### src/rtl/dot_product_accumulator_if.sv
// Product-in / sum-out bundle between the multiplier, the dot-product
// accumulator and the matrix result store.
interface dot_product_accumulator_if #(
  parameter int ACC_W = 66
);
  logic [63:0]      product;
  logic             product_valid;
  logic             clear;
  logic [ACC_W-1:0] sum;
  logic             sum_valid;
  logic             sum_ready;
  logic             busy;
  logic             overrun;

  modport master (
    output product, product_valid, clear, sum_ready,
    input  sum, sum_valid, busy, overrun
  );

  modport slave (
    input  product, product_valid, clear, sum_ready,
    output sum, sum_valid, busy, overrun
  );
endinterface

### src/rtl/dot_product_accumulator.sv
// Sums every N consecutive 64-bit unsigned products into one exact ACC_W-bit
// dot product, presented on a held valid/ready output register.
module dot_product_accumulator #(
  parameter int N     = 4,
  parameter int ACC_W = 66
) (
  input  logic                     clk,
  input  logic                     reset,
  dot_product_accumulator_if.slave bus
);
  localparam int CNT_W = (N > 1) ? $clog2(N) : 1;
  localparam logic [CNT_W-1:0] LAST = CNT_W'(N - 1);

  logic [ACC_W-1:0] acc;
  logic [CNT_W-1:0] count;
  logic [ACC_W-1:0] final_sum;
  logic             accept;
  logic             complete;
  logic             out_free;

  assign accept    = bus.product_valid && !bus.clear;
  assign complete  = accept && (count == LAST);
  assign final_sum = acc + ACC_W'(bus.product);
  // The output slot can take a new sum if it is empty or drains this cycle.
  assign out_free  = !bus.sum_valid || bus.sum_ready;

  // Accumulation stage
  always_ff @(posedge clk or posedge reset) begin
    if (reset) begin
      acc   <= '0;
      count <= '0;
    end else if (bus.clear || complete) begin
      acc   <= '0;
      count <= '0;
    end else if (accept) begin
      acc   <= final_sum;
      count <= count + CNT_W'(1);
    end
  end

  // Output register stage
  always_ff @(posedge clk or posedge reset) begin
    if (reset) begin
      bus.sum       <= '0;
      bus.sum_valid <= 1'b0;
      bus.overrun   <= 1'b0;
    end else if (bus.clear) begin
      bus.sum_valid <= 1'b0;
      bus.overrun   <= 1'b0;
    end else begin
      if (bus.sum_valid && bus.sum_ready)
        bus.sum_valid <= 1'b0;
      if (complete) begin
        if (out_free) begin
          bus.sum       <= final_sum;
          bus.sum_valid <= 1'b1;
        end else begin
          bus.overrun   <= 1'b1;
        end
      end
    end
  end

  assign bus.busy = (count != '0);
endmodule

### src/flat_wrapper.sv
// flat-port wrapper written by rule: the top's interface ports become plain ports
module dot_product_accumulator_flat 
#(
  parameter int N     = 4,
  parameter int ACC_W = 66
)
  (clk, reset, bus_product, bus_product_valid, bus_clear, bus_sum_ready, bus_sum, bus_sum_valid, bus_busy, bus_overrun);
  dot_product_accumulator_if #(.ACC_W(ACC_W)) bus_i ();
  input  logic clk;
  input  logic reset;
  input wire logic [$bits(bus_i.product)-1:0] bus_product;
  input wire logic [$bits(bus_i.product_valid)-1:0] bus_product_valid;
  input wire logic [$bits(bus_i.clear)-1:0] bus_clear;
  input wire logic [$bits(bus_i.sum_ready)-1:0] bus_sum_ready;
  output wire logic [$bits(bus_i.sum)-1:0] bus_sum;
  output wire logic [$bits(bus_i.sum_valid)-1:0] bus_sum_valid;
  output wire logic [$bits(bus_i.busy)-1:0] bus_busy;
  output wire logic [$bits(bus_i.overrun)-1:0] bus_overrun;
  assign bus_i.product = bus_product;
  assign bus_i.product_valid = bus_product_valid;
  assign bus_i.clear = bus_clear;
  assign bus_i.sum_ready = bus_sum_ready;
  assign bus_sum = bus_i.sum;
  assign bus_sum_valid = bus_i.sum_valid;
  assign bus_busy = bus_i.busy;
  assign bus_overrun = bus_i.overrun;
  dot_product_accumulator #(.N(N), .ACC_W(ACC_W)) u_core (.clk(clk), .reset(reset), .bus(bus_i));
endmodule
### config.mk
export PLATFORM = sky130hd
export DESIGN_NAME = dot_product_accumulator_flat
export DESIGN_NICKNAME = d
export VERILOG_FILES = /design/src/rtl/dot_product_accumulator_if.sv /design/src/rtl/dot_product_accumulator.sv /design/src/flat_wrapper.sv
export SDC_FILE = /design/constraint.sdc
export NUM_CORES = 1
export LEC_CHECK = 0
export CAP_MARGIN = 20
export CELL_PAD_IN_SITES_DETAIL_PLACEMENT = 0
export CELL_PAD_IN_SITES_GLOBAL_PLACEMENT = 1
export CORE_ASPECT_RATIO = 1.2
export CORE_MARGIN = 2
export CORE_UTILIZATION = 45
export DETAILED_ROUTE_END_ITERATION = 7
export PLACE_DENSITY_LB_ADDON = 0.12
export SLEW_MARGIN = 30
export SYNTH_ARGS = -nofsm -noshare
export SYNTH_HDL_FRONTEND = slang
export SYNTH_SLANG_ARGS = --single-unit
export TNS_END_PERCENT = 5
### constraint.sdc
create_clock -name clk -period 10.6 [get_ports clk]
set_input_delay 1.06 -clock clk [delete_from_list [all_inputs] [get_ports clk]]
set_output_delay 1.06 -clock clk [all_outputs]
set_load 0.02 [all_outputs]
# After elaboration in Yosys (flattened, before gate mapping)
# Cells that the tools add are included.
# op_classes
n_addsub,2
mul,0
n_div,0
order_cmp,0
n_eq_ne,2
shift,0
muxes,11
bitwise_logic,1
reduce_logical,12
# op_table
operator,count
$mux W66,2
$add A66 B64 Y66,1
$mux W1,7
$reduce_bool A2 Y1,3
$mux W2,2
$logic_and A1 B1 Y1,3
$reduce_and A3 Y1,1
$add A2 B1 Y2 const B,1
$eq A2 B2 Y1 const B,1
$logic_not A1 Y1,2
$logic_or A1 B1 Y1,2
$ne A2 B2 Y1 const B,1
$reduce_and A2 Y1,1
$not A1 Y1,1
# totals
reg_bits,136
latchBits,0
mem_bits_rw,0
romBits,0
inputBits,69
out_inout_bits,69
n_memories,0

# Depth between registers and ports, before layout
# depth
ltp_word,5
depth_mapped,13
ltp_nobuf,13

# Worst setup path before layout
# OpenSTA, ideal clock, no wires.
# synth_path
path_type,in2reg
from,input port bus_product[0]
to,register u_core.bus.sum[52]
setup_ps,125
t_arrival_ps,3442
path_slack_ps,7033
stages,13
n_path_buf,0
path_cell_list,ha_1 -> inv_1 -> fa_1 -> nand2b_1 -> a21oi_1 -> o21ai_1 -> a211oi_1 -> o2111ai_1 -> or3b_1 -> a21oi_1 -> o221ai_1 -> xor2_1 -> mux2_2
# synth_via
elab_chain_len,1
# synth_rtl
item,line,rtl
from (decl),flat_wrapper.sv:11,input wire logic [$bits(bus_i.product)-1:0] bus_product;
$add A66 B64 Y66,dot_product_accumulator.sv:23,assign final_sum = acc + ACC_W'(bus.product);
to (signal assigned),dot_product_accumulator.sv:55,bus.sum <= final_sum;
to (decl),dot_product_accumulator_if.sv:22,"output sum, sum_valid, busy, overrun"
# Every way passes these cells.
# A chain may end at the register's enable or synchronous reset.

# Worst setup path in the final report
# layout_path
from,input port bus_product[0]
to,register u_core.bus.sum[54]
# The elaborated chain is that of the path after synthesis.

==> flow_summary.json <==
{
  "totalWireLength_mm": 24.9,
  "place_congestion": 0.846,
  "fin_skew_ps": 10.5,
  "clkSinkCount": 136,
  "startpoint_type": "input pin",
  "firstDrtPassIters": 5,
  "ctsResizeCount": 0,
  "coreArea_sq_um": 19500,
  "synth_edf_count": 0,
  "placed_area_sq_um": 10400,
  "h-tree-depth": 4,
  "p_leak_nw": 5.22,
  "postCtsSetupBuffers": 0,
  "overflow": 0,
  "layout-drive-gt1-share_pct": 7.35,
  "grt_pass1_wl_mm": 40.5,
  "critPathArrivalTime_ps": 4650,
  "dp_slack_ps": 5860,
  "first_global_vias": 7858,
  "avgSynthCellArea_sq_um": 8.88,
  "ys_seq_elements": 136,
  "final_util_pct": 56.4,
  "vias_per_cell": 5.59,
  "multi_input_area_sq_um": 5180,
  "setup_violations": 0,
  "ios": 138,
  "power.density_nw_per_um2": 193,
  "layout_min_cycle_time_ps": 4330,
  "seq_area_sq_um": 3400,
  "async_reset_ff_share_pct": 100,
  "synth_warnings": 0,
  "die-area_sq_um": 20900,
  "clk-insertion-delay-late_ps": 430,
  "antenna_found_initial": 0,
  "clkSlewWorstSetupHoldPaths_ps": 60,
  "dpl.cell_count": 1346,
  "netlist_instances": 1003,
  "worstPathRequired_ps": 10920,
  "instances_no_fill": 1377,
  "rsz0062_at_grt": "no",
  "portBuffers": 137,
  "max-vdd-ir-drop_mv": 0.113,
  "finalNetCount": 1240,
  "drv_slew": 0,
  "cts_made_buffers": 17,
  "fin_setup_tns_ps": 0,
  "hpwl_mm": 18.5,
  "cts_hold_buf": 0,
  "hold_class": "register to register",
  "area_growth_pct": 23.4,
  "dieHeight_um": 158,
  "hold_viol": 0,
  "diodes": 0,
  "slew_headroom_pct": 45.6,
  "critPathKind": "input pin to register",
  "setup_ws_ps": 6270,
  "wl_per_cell_um": 18.1,
  "worstPathMaxFanout": 4,
  "vias": 7697,
  "maxCapViolCount": 0,
  "synth.net_count": 1139,
  "fin_area_sq_um": 11000,
  "critPathCaptureType": "register",
  "worst_pin_slew_ps": 813,
  "synthDistinctLibCells": 65,
  "grt_max_degree": 86,
  "synth_flop_cell": "dfrtp_1",
  "synth_area_sq_um": 8910,
  "clockBufferDepth": 2,
  "root_buffer": "clkbuf_16",
  "initialDrtViolationCount": 391,
  "crit_path_max_incr_delay_ps": 700,
  "drcViolationCount": 0,
  "status": "complete, no violations",
  "crit_slowest_cell": "a31oi_1",
  "die_w_um": 132,
  "cp_cell_sequence": "clkdlybuf4s50_1 > ha_1 > inv_1 > fa_1 > nand2b_1 > a21oi_1 > o21ai_0 > a31oi_1 > a2111oi_2 > nor2_1 > a21oi_2 > o21ai_1 > xor2_1 > mux2_2",
  "row_count": 56,
  "ant_nets": 0,
  "nFillCells": 1899,
  "yosysSeqAreaShare_pct": 38.2,
  "fmax_mhz": 231,
  "start_util_pct": 45.7,
  "fin_crit_sh_pct": 40.9,
  "cts_tree": "done",
  "grt_usage_pct": 24.2
}
worst max-delay path, delay by kind of cell:
family / cells / cell delay [ps]
buffers and inverters: 2 / 530
AOI/OAI and AO/OA: 6 / 1590
xor gates and xnor gates: 1 / 110
adders and majority gates: 2 / 630
and+or+nand+nor: 2 / 450
muxes: 1 / 270
cells by family after synthesis:
group / share of synthesized area [%]
AOI/OAI and AO/OA: 23.6
xor gates and xnor gates: 6.09
adders and majority gates: 9.49
buffers and inverters: 3.85
DFF: 38.2
muxes: 2.64
and+or+nand+nor: 16.1
worst paths after layout:
kind | from | end | slack (ps) | cells after the start
max | bus_product[0] | u_core.bus.sum[54]$_DFFE_PP0P_ | 6270 | 14
min | u_core.bus.sum[15]$_DFFE_PP0P_ | u_core.bus.sum[15]$_DFFE_PP0P_ | 470 | 2
max reg2reg | u_core.acc[0]$_DFFE_PP0P_ | u_core.bus.sum[54]$_DFFE_PP0P_ | 7010 | 13
min reg2reg | u_core.bus.sum[15]$_DFFE_PP0P_ | u_core.bus.sum[15]$_DFFE_PP0P_ | 470 | 2
max in group asynchronous | reset | u_core.acc[24]$_DFFE_PP0P_ | 8300 | 3
min in group asynchronous | reset | u_core.bus.sum[56]$_DFFE_PP0P_ | 1150 | 2
metrics by stage:
stage | total power (W) | hold WS, ps
global placement | 0.00155 | 457
floorplan | 0.00125 | 454
global route | 0.00225 | 492
detailed placement | 0.00155 | 462
finish | 0.00213 | 468
CTS | 0.00214 | 476
placed cells by master, fill, tap and decap left out, drive strengths merged, types with 4 or more instances in the layout:
master	Yosys	final
a211oi	4	4
a21o	37	37
a21oi	82	82
a22o	58	58
a31oi	12	12
and3	4	4
buf	5	6
clkbuf	56	19
clkdlybuf4s50	0	137
clkinv	0	6
dfrtp	136	136
ha	66	66
inv	27	28
mux2	20	20
nand2	186	186
nand2b	4	4
nand3	6	6
nand4	31	31
nor2	53	53
nor3	8	8
nor4	5	5
o211ai	6	6
o21a	8	8
o21ai	56	56
o21bai	13	13
or2	7	7
or3	7	7
xnor2	32	32
xor2	30	30
report_power, final:
part | internal [W] | leakage, nW | switching (W)
Sequential | 0.000620 | 1.83 | 0.0000572
Clock | 0.000344 | 0.269 | 0.000241
Combinational | 0.000372 | 3.13 | 0.000492
Total | 0.00134 | 5.22 | 0.000790
registers in the layout, indices dropped and copies added, names as in the netlist:
register,cells
u_core.bus.sum,66
u_core.count,2
u_core.bus.overrun,1
u_core.acc,66
u_core.bus.sum_valid,1
cell type report:
class	instances	share of cell area [%]
multi-input cells	779	47.1
flip-flops and latches	136	31.0
repair buffers	143	12.9
clock buffers	19	3.94
well taps	261	2.97
clock inverters	12	1.17
inverters	27	0.967
synth_stat cells, types with 2 or more instances:
cell	number	share of area, %
xnor2_1	32	3.1
xor2_1	30	2.9
a211oi_1	4	0.34
o21ai_1	8	0.45
o22ai_1	2	0.14
o21bai_1	13	1.1
nand4_1	31	2.2
inv_1	27	1.1
nor4_1	5	0.35
a21o_1	37	3.1
or4_1	2	0.17
a21oi_2	5	0.49
nor2b_1	3	0.21
o2111ai_1	3	0.29
and3_1	4	0.28
nand2_1	186	7.8
a31oi_2	3	0.42
o221ai_1	3	0.29
buf_2	4	0.22
mux2_2	20	2.5
o21a_1	8	0.67
nor3_1	8	0.45
clkbuf_1	56	2.4
a22o_1	58	5.7
ha_1	66	9.3
a21oi_1	77	4.3
a31oi_1	9	0.63
o211ai_1	6	0.51
o21ai_0	46	2.6
or3_1	7	0.49
o21ai_2	2	0.20
nand2b_1	4	0.28
nor2_1	53	2.2
a41oi_1	2	0.20
nand3_1	6	0.34
o31ai_1	2	0.17
or2_2	6	0.42
and2_1	3	0.21
dfrtp_1	136	38
per-layer routing:
layer	part of all wire (%)	vias to the layer above	wire (um)	global-route usage, %
li1	-	3788	-	-
met3	2.9	36	733	3.49
met1	45	3726	11100	29.8
met4	1.8	0	450	7.63
met2	50	147	12600	43.9
met5	0	-	0	0
Note: power is estimated with default switching activity, not from simulation.
